--- src/rtl/bht_resolve_queue.sv ---
// rtl/bht_resolve_queue.sv - in-flight branch prediction queue producing BHT updates and mispredict redirects
module bht_resolve_queue #(
  parameter int ADDR_W = 10,
  parameter int DEPTH  = 4,
  parameter int CNT_W  = $clog2(DEPTH + 1)
) (
  input  logic              clk,
  input  logic              rst,
  input  logic              en,
  input  logic              push,
  input  logic [ADDR_W-1:0] push_pc,
  input  logic [ADDR_W-1:0] push_pc4,
  input  logic [ADDR_W-1:0] push_guess,
  input  logic              res_valid,
  input  logic              res_is_branch,
  input  logic              res_taken,
  input  logic [ADDR_W-1:0] res_target,
  output logic              full,
  output logic              empty,
  output logic [CNT_W-1:0]  count,
  output logic              w_en,
  output logic              succeed,
  output logic [ADDR_W-1:0] pc_before_g,
  output logic [ADDR_W-1:0] g_addr,
  output logic              mispredict,
  output logic [ADDR_W-1:0] redirect_pc,
  output logic              ovf_err,
  output logic              unf_err
);

  localparam int PW = $clog2(DEPTH);

  logic [ADDR_W-1:0] pc_mem    [DEPTH];
  logic [ADDR_W-1:0] pc4_mem   [DEPTH];
  logic [ADDR_W-1:0] guess_mem [DEPTH];

  logic [PW-1:0]     head_q, head_d;
  logic [PW-1:0]     tail_q, tail_d;
  logic [CNT_W-1:0]  count_q, count_d;

  logic              w_en_q, succeed_q, mispredict_q, ovf_err_q, unf_err_q;
  logic [ADDR_W-1:0] pc_before_g_q, g_addr_q, redirect_pc_q;

  logic              full_c, empty_c;
  logic              pop_v, push_ok, miss;
  logic              bht_wr;
  logic              ovf_set, unf_set;
  logic [ADDR_W-1:0] head_pc, head_pc4, head_guess, actual;

  assign full_c  = (count_q == CNT_W'(DEPTH));
  assign empty_c = (count_q == '0);

  assign head_pc    = pc_mem[head_q];
  assign head_pc4   = pc4_mem[head_q];
  assign head_guess = guess_mem[head_q];

  assign pop_v   = en && res_valid && !empty_c;
  assign actual  = res_taken ? res_target : head_pc4;
  assign miss    = pop_v && (actual != head_guess);
  assign bht_wr  = pop_v && res_is_branch;
  // A mispredict flushes wrong-path work, so a same-cycle push is discarded too.
  assign push_ok = en && push && (!full_c || pop_v) && !miss;
  assign ovf_set = en && push && full_c && !pop_v;
  assign unf_set = en && res_valid && empty_c;

  always_comb begin
    head_d  = head_q;
    tail_d  = tail_q;
    count_d = count_q;
    if (miss) begin
      head_d  = '0;
      tail_d  = '0;
      count_d = '0;
    end else begin
      if (push_ok) tail_d = tail_q + PW'(1);
      if (pop_v)   head_d = head_q + PW'(1);
      count_d = count_q + CNT_W'(push_ok) - CNT_W'(pop_v);
    end
  end

  always_ff @(posedge clk) begin
    if (push_ok) begin
      pc_mem[tail_q]    <= push_pc;
      pc4_mem[tail_q]   <= push_pc4;
      guess_mem[tail_q] <= push_guess;
    end
  end

  always_ff @(posedge clk) begin
    if (rst) begin
      head_q  <= '0;
      tail_q  <= '0;
      count_q <= '0;
    end else begin
      head_q  <= head_d;
      tail_q  <= tail_d;
      count_q <= count_d;
    end
  end

  // Pulses are recomputed every cycle; data outputs only move when a new event loads them.
  always_ff @(posedge clk) begin
    if (rst) begin
      w_en_q        <= 1'b0;
      succeed_q     <= 1'b0;
      pc_before_g_q <= '0;
      g_addr_q      <= '0;
      mispredict_q  <= 1'b0;
      redirect_pc_q <= '0;
      ovf_err_q     <= 1'b0;
      unf_err_q     <= 1'b0;
    end else begin
      w_en_q       <= bht_wr;
      mispredict_q <= miss;
      if (bht_wr) begin
        succeed_q     <= res_taken;
        pc_before_g_q <= head_pc;
        g_addr_q      <= res_target;
      end
      if (miss) redirect_pc_q <= actual;
      if (ovf_set) ovf_err_q <= 1'b1;
      if (unf_set) unf_err_q <= 1'b1;
    end
  end

  assign full        = full_c;
  assign empty       = empty_c;
  assign count       = count_q;
  assign w_en        = w_en_q;
  assign succeed     = succeed_q;
  assign pc_before_g = pc_before_g_q;
  assign g_addr      = g_addr_q;
  assign mispredict  = mispredict_q;
  assign redirect_pc = redirect_pc_q;
  assign ovf_err     = ovf_err_q;
  assign unf_err     = unf_err_q;

endmodule

--- config.mk ---
export PLATFORM = sky130hd
export DESIGN_NAME = bht_resolve_queue
export DESIGN_NICKNAME = d
export VERILOG_FILES = /design/src/rtl/bht_resolve_queue.sv
export SDC_FILE = /design/constraint.sdc
export NUM_CORES = 1
export LEC_CHECK = 0
export ABC_AREA = 0
export CORE_ASPECT_RATIO = 0.6
export CORE_MARGIN = 8
export CORE_UTILIZATION = 50
export DETAILED_ROUTE_END_ITERATION = 8
export GPL_TIMING_DRIVEN = 1
export HOLD_SLACK_MARGIN = 0.1
export PLACE_DENSITY_LB_ADDON = 0.2
export SKIP_LAST_GASP = 1
export SYNTH_ARGS = -nofsm -noshare
export SYNTH_HDL_FRONTEND = slang
export SYNTH_SLANG_ARGS = --single-unit
export TNS_END_PERCENT = 100
--- constraint.sdc ---
create_clock -name clk -period 4.2 [get_ports clk]
set_clock_uncertainty 0.1 [all_clocks]
set_input_delay 1.05 -clock clk [delete_from_list [all_inputs] [get_ports clk]]
set_output_delay 1.05 -clock clk [all_outputs]
set_load 0.01 [all_outputs]
# [Yosys cells after proc, flatten, opt, wreduce, memory -nomap -nowiden]
# Memory sizes are Yosys's and may differ from the RTL's. A register that Yosys moved wholly into a read port is not among the register bits.
# Cells that the tools add are included.
[op_classes] addsub=4 muxes=7 eq_ne=2 n_reduce_logical=17
[op_table] op="1-bit logical AND" n=10
[op_table] op="10-bit 2-to-1 mux" n=1
[op_table] op="10-bit != test" n=1
[op_table] op="2-bit 2-to-1 mux" n=4
[op_table] op="2-bit by 1-bit adder with 2-bit output, second input constant" n=2
[op_table] op="1-bit zero test" n=4
[op_table] op="3-bit by 1-bit adder with 3-bit output" n=1
[op_table] op="3-bit equality test, second input constant" n=1
[op_table] op="3-bit zero test" n=1
[op_table] op="3-bit by 1-bit subtractor with 3-bit output" n=1
[op_table] op="1-bit 2-to-1 mux" n=2
[op_table] op="2-bit OR reduction" n=1
[op_table] op="1-bit logical OR" n=1
[word_totals] wordCells=43 out_inout_bits=40 mem_bits_rw=120 ff_bits=32 memories=3 input_bits=47
[mem_list] memory="guess_mem" depth=4 width=10 read_ports=1 rd_ports_with_merged_regs=1 write_ports=1 line="35" source="logic [ADDR_W-1:0] guess_mem [DEPTH];"
[mem_list] memory="pc4_mem" depth=4 width=10 read_ports=1 rd_ports_with_merged_regs=1 write_ports=1 line="34" source="logic [ADDR_W-1:0] pc4_mem [DEPTH];"
[mem_list] memory="pc_mem" depth=4 width=10 read_ports=1 rd_ports_with_merged_regs=1 write_ports=1 line="33" source="logic [ADDR_W-1:0] pc_mem [DEPTH];"

# [Depth between registers and ports, before layout]
[depth] word_depth=8 mapped_depth=16 depth_no_buf=14

# [Worst setup path before layout]
# No wires, ideal clock.
[synth_path] path_type="input to register" startpoint="input res_taken" endpoint="register count_q[2], in the netlist count[2]" cell_stages=14 arrival_time_ns=3.602 required_time_ns=3.972 path_slack_ns=0.370 setup_time_ns=0.128 n_path_buf=1 path_cell_list="buf_1 > nor2b_1 > nor3_1 > nor4_2 > nand4b_1 > nand2_1 > nand2_1 > ha_1 > inv_1 > ha_1 > fa_1 > xnor2_1 > xnor2_1 > nor3_1"
[synth_via] elab_chain_cells=7 word_cells_on_any_way=8 cone_classes="2 x add/sub; 1 x eq/ne; 1 x mux; 4 x reduce/logical"
[synth_rtl] element="start, declared" line="16" source="input logic res_taken,"
[synth_rtl] element="10-bit 2-to-1 mux *" line="58" source="assign actual = res_taken ? res_target : head_pc4;"
[synth_rtl] element="10-bit != test *" line="59" source="assign miss = pop_v && (actual != head_guess);"
[synth_rtl] element="1-bit logical AND *" line="59"
[synth_rtl] element="1-bit zero test" line="62" source="assign push_ok = en && push && (!full_c || pop_v) && !miss;"
[synth_rtl] element="1-bit logical AND" line="62"
[synth_rtl] element="3-bit by 1-bit adder with 3-bit output" line="77" source="count_d = count_q + CNT_W'(push_ok) - CNT_W'(pop_v);"
[synth_rtl] element="3-bit by 1-bit subtractor with 3-bit output" line="77"
[synth_rtl] element="end signal, assigned" line="97" source="count_q <= count_d;"
[synth_rtl] element="end, declared" line="39" source="logic [CNT_W-1:0] count_q, count_d;"
# Mark *: on every way between the ends. The rest lies on a longest branch, timed or not.
# A chain may end at the register's enable or synchronous reset.

# [Worst setup path after layout]
# Ends and elaborated chain as after synthesis.

==> reports/summary.md <==
Cells with a size suffix above 1 make up 17.4% of the layout. The run gives 3.94 mW as the post-route total power. In this run, synthesis inferred 120 flip-flops with an integrated enable.

The share of the synthesized area in the top cell type came out at 56.7%. Summing the areas of all compound-gate instances in the mapped netlist gives 4.95% of the synthesized area. Via count of the first global-routing pass: 3844. The run gives 44 as the pin count of the biggest net entering global routing. The switching power as a share of total power works out to 23.1%. In the routed design, unresolved DRC markers number 0. The maximum fanout count along the critical path was 7. The combinational cell fraction of total power came out at 13.2%. Synthesis produced a netlist whose cell count is 399. The first-pass GRT wire length was 21100 um; the final critical delay including setup and external delays was 3700 ps. The synthesized flop and latch total is 164, and the via density per instance is 5.46. The clock-pin slew reported for the worst setup and hold paths after clock tree synthesis is 60 ps.

The kind of launch point of the worst setup path is an input port. In the final routed layout, each cell accounts on average for 19.9 um. The total overflow left after global routing is 0. The number of buffers created by CTS was 17; the number of optimization iterations in the first detailed-route pass was 5.

Clock latency on the worst-skew pair, taken at its later pin, is 420 ps. In the synthesized netlist the async set-or-reset flop fraction comes to 0%. The repair_antennas step left the layout with diodes totalling 0. In this run, post-CTS hold repair placed 0 buffers. The path category of the worst min-delay check is reg -> reg.

The normalized max-slew margin came out at 40.9%. Input and output buffers added on the ports amount to 86. The routed layout has 3752 vias. Of the total synthesized cell area, the portion taken by full adders, half adders and majority gates is 1.50%. Summing the areas of all and, or, nand and nor instances in the mapped netlist gives 7.96% of the synthesized area. Ranked by instance count, the synthesized netlist is headed by edfxtp_1 (120), nand2_1 (49), dfxtp_1 (44). The flow ran to the end, and the final reports show no timing, DRC or antenna violations. Summed over all cells, the static leakage comes to 2.66 nW. Starting density of the core: 50.3%. For this design, the sink count on the clock tree is 164.

The remaining antenna violation count came out at 0. Data arrives at the worst endpoint at 3860 ps. The congestion estimate from routability-driven global placement came to 0.818.

The Yosys step of the flow raised 0 warnings. The detailed router's first-iteration violation count was 243. The fraction of the cycle the final worst path needs is 88.0%, and the initial antenna violation count is 0. In the post-synthesis netlist, the biggest area contributors are edfxtp_1 (57%), dfxtp_1 (14%), mux4_2 (9.2%).

Cell internal power was estimated by the tool at 3.03 mW. A synthesized cell averages 15.9 um^2. The most frequent cell after synthesis is edfxtp_1. Setup repair after global routing left no endpoint under its margin. At the pin with the least slew margin, the transition time is 886 ps. Across the run, the number of max-cap violations was 0. Summing the sequential cell areas from Yosys gives 70.6% of the chip area. The logs give 0.318 mV for the maximum VDD drop and 43 for the number of distinct library cell variants in the gate-level netlist after synthesis. The initialized floorplan defines 32 standard-cell rows. In this run the power spent charging and discharging nets is 0.911 mW. Counting along the longest clock path gives a buffer depth of 2.

The share of power burned in registers is 47.9%, and the end-of-flow core utilization is 64.5%. The floorplan die area is 16700 um^2. The largest family of logic cells by synthesized area was multiplexers.

The kind of end point of the critical path is a register. The number of hold violations in the final report is 0. In this run the number of H-tree levels came out at 4. The cell at the root of the clock tree is clkbuf_16. The critical path is of the in -> reg type. For the area of the mapped netlist, the log shows 6350 um^2. Relative to the synthesized area, the layout overhead comes to 28.0%. The die span in y is 103 um. Derived from the worst setup path, the maximum achievable clock frequency is 0.271 GHz. The die width was 161 um. The most used flip-flop cell after synthesis is edfxtp_1.

The number of nets handed over by synthesis was 453. TritonCTS built the clock tree. The synthesized-area fraction occupied by xor and xnor cells was 1.24%; the setup violation total in the final timing report was 0. The final layout contains routed wiring with a total length of 13700 um.

Global routing used 17.0% of the available tracks across all layers. The mux contribution to synthesized area is 11.6%, and the I/O pin count is 87. For the worst setup path, the data required time is 4360 ps.

For the final worst slack, the log shows 505 ps. The clock share of power was 38.9%. OpenSTA, run right after detailed placement, puts the worst setup slack at -257 ps.

Half-perimeter wire length of the detailed placement result: 9230 um. The power per cell area was 484 nW/um^2; the placeable core area was 12600 um^2. The biggest area contributor in the post-synthesis netlist is edfxtp_1. The final net count was 558. The max-slew violation total from the final report is 0.
==> through the flow <==
stage,setup TNS (ps),cells,hold WS [ps],area [um^2]
2_1_floorplan,0,399,381,6350
3_3_place_gp,-89.6,655,344,7520
3_5_place_dp,-325,655,346,7520
4_1_cts,0,687,355,8120
5_1_grt,0,687,378,8130
6_report,0,687,354,8130
==> worst paths after layout <==
| check | start | end | slack, ps | depth (start not counted) |
|---|---|---|---|---|
| setup / recovery | res_taken | count[2]$_SDFF_PP0_ | 500 | 15 |
| hold / removal | pc_before_g[1]$_SDFFE_PP0P_ | pc_before_g[1]$_SDFFE_PP0P_ | 350 | 2 |
| setup reg to reg | register | count[2]$_SDFF_PP0_ | 550 | 15 |
| hold reg to reg | pc_before_g[1]$_SDFFE_PP0P_ | pc_before_g[1]$_SDFFE_PP0P_ | 350 | 2 |
==> layout by cell type (no fill, tap or decap), drive strengths merged, types with 5 or more instances in the layout <==
cell type / synthesis / layout
a21oi: 34 / 34
buf: 7 / 22
clkbuf: 14 / 21
clkdlybuf4s50: 0 / 84
dfxtp: 44 / 44
edfxtp: 120 / 120
ha: 6 / 6
inv: 6 / 8
mux2i: 15 / 15
mux4: 26 / 26
nand2: 49 / 49
nor2: 8 / 8
nor2b: 6 / 6
nor3: 7 / 7
o21ai: 10 / 10
or3: 5 / 5
xnor2: 5 / 5
==> what timing repair did <==
item / CTS / global route
resized for setup: 0 / 3
endpoints found under the setup margin: 0 / 1
endpoints found under the hold margin: 0 / 0
buffers inserted: 0 / 0
==> power groups by stage <==
stage               Sequential, mW  Combinational [mW]  Clock [mW]
floorplan                     1.93               0.233           0
global placement              1.92               0.505           0
detailed placement            1.92               0.515           0
CTS                           1.89               0.522        1.56
global route                  1.90               0.564        1.62
finish                        1.89               0.519        1.53
==> per-layer routing <==
layer	track usage [%]	vias to the layer above	routed length (um)
li1	-	1725	-
met1	22.2	1913	6150
met2	27.5	102	6600
met3	4.43	12	794
met4	5.73	0	123
met5	0	-	0
==> sequential cells by signal, indices dropped and copies added (netlist names), named ones only <==
signal       flops
w_en             1
guess_mem       40
succeed          1
g_addr          10
ovf_err          1
count            3
head_q           2
redirect_pc     10
unf_err          1
pc_mem          40
pc4_mem         40
tail_q           2
pc_before_g     10
mispredict       1
==> kinds of logic after synthesis <==
family,Yosys count
xor+xnor,9
fa+ha+maj,7
flops,164
mux,41
buf+inv,27
compound gates,55
simple gates,96
==> critical path, cell delays in order <==
cell	delay, ps
dlymetal6s2s_1	240
buf_4	250
mux2i_2	290
xor2_1	190
nand4_1	160
nand4b_1	250
nand2_1	130
nand2_1	60
ha_1	270
inv_1	40
ha_1	180
fa_1	380
xnor2_1	180
xnor2_1	130
nor3_1	50
==> layout make-up <==
| cell class | instances | area [um^2] |
|---|---|---|
| inverter | 6 | 22.5 |
| multi-input combinational | 208 | 1740 |
| clock buffer | 21 | 470 |
| fill | 907 | 4480 |
| sequential | 164 | 4480 |
| tap | 170 | 213 |
| timing repair buffer | 107 | 1080 |
| clock inverter | 11 | 125 |
(Power assumes the default switching activity.)
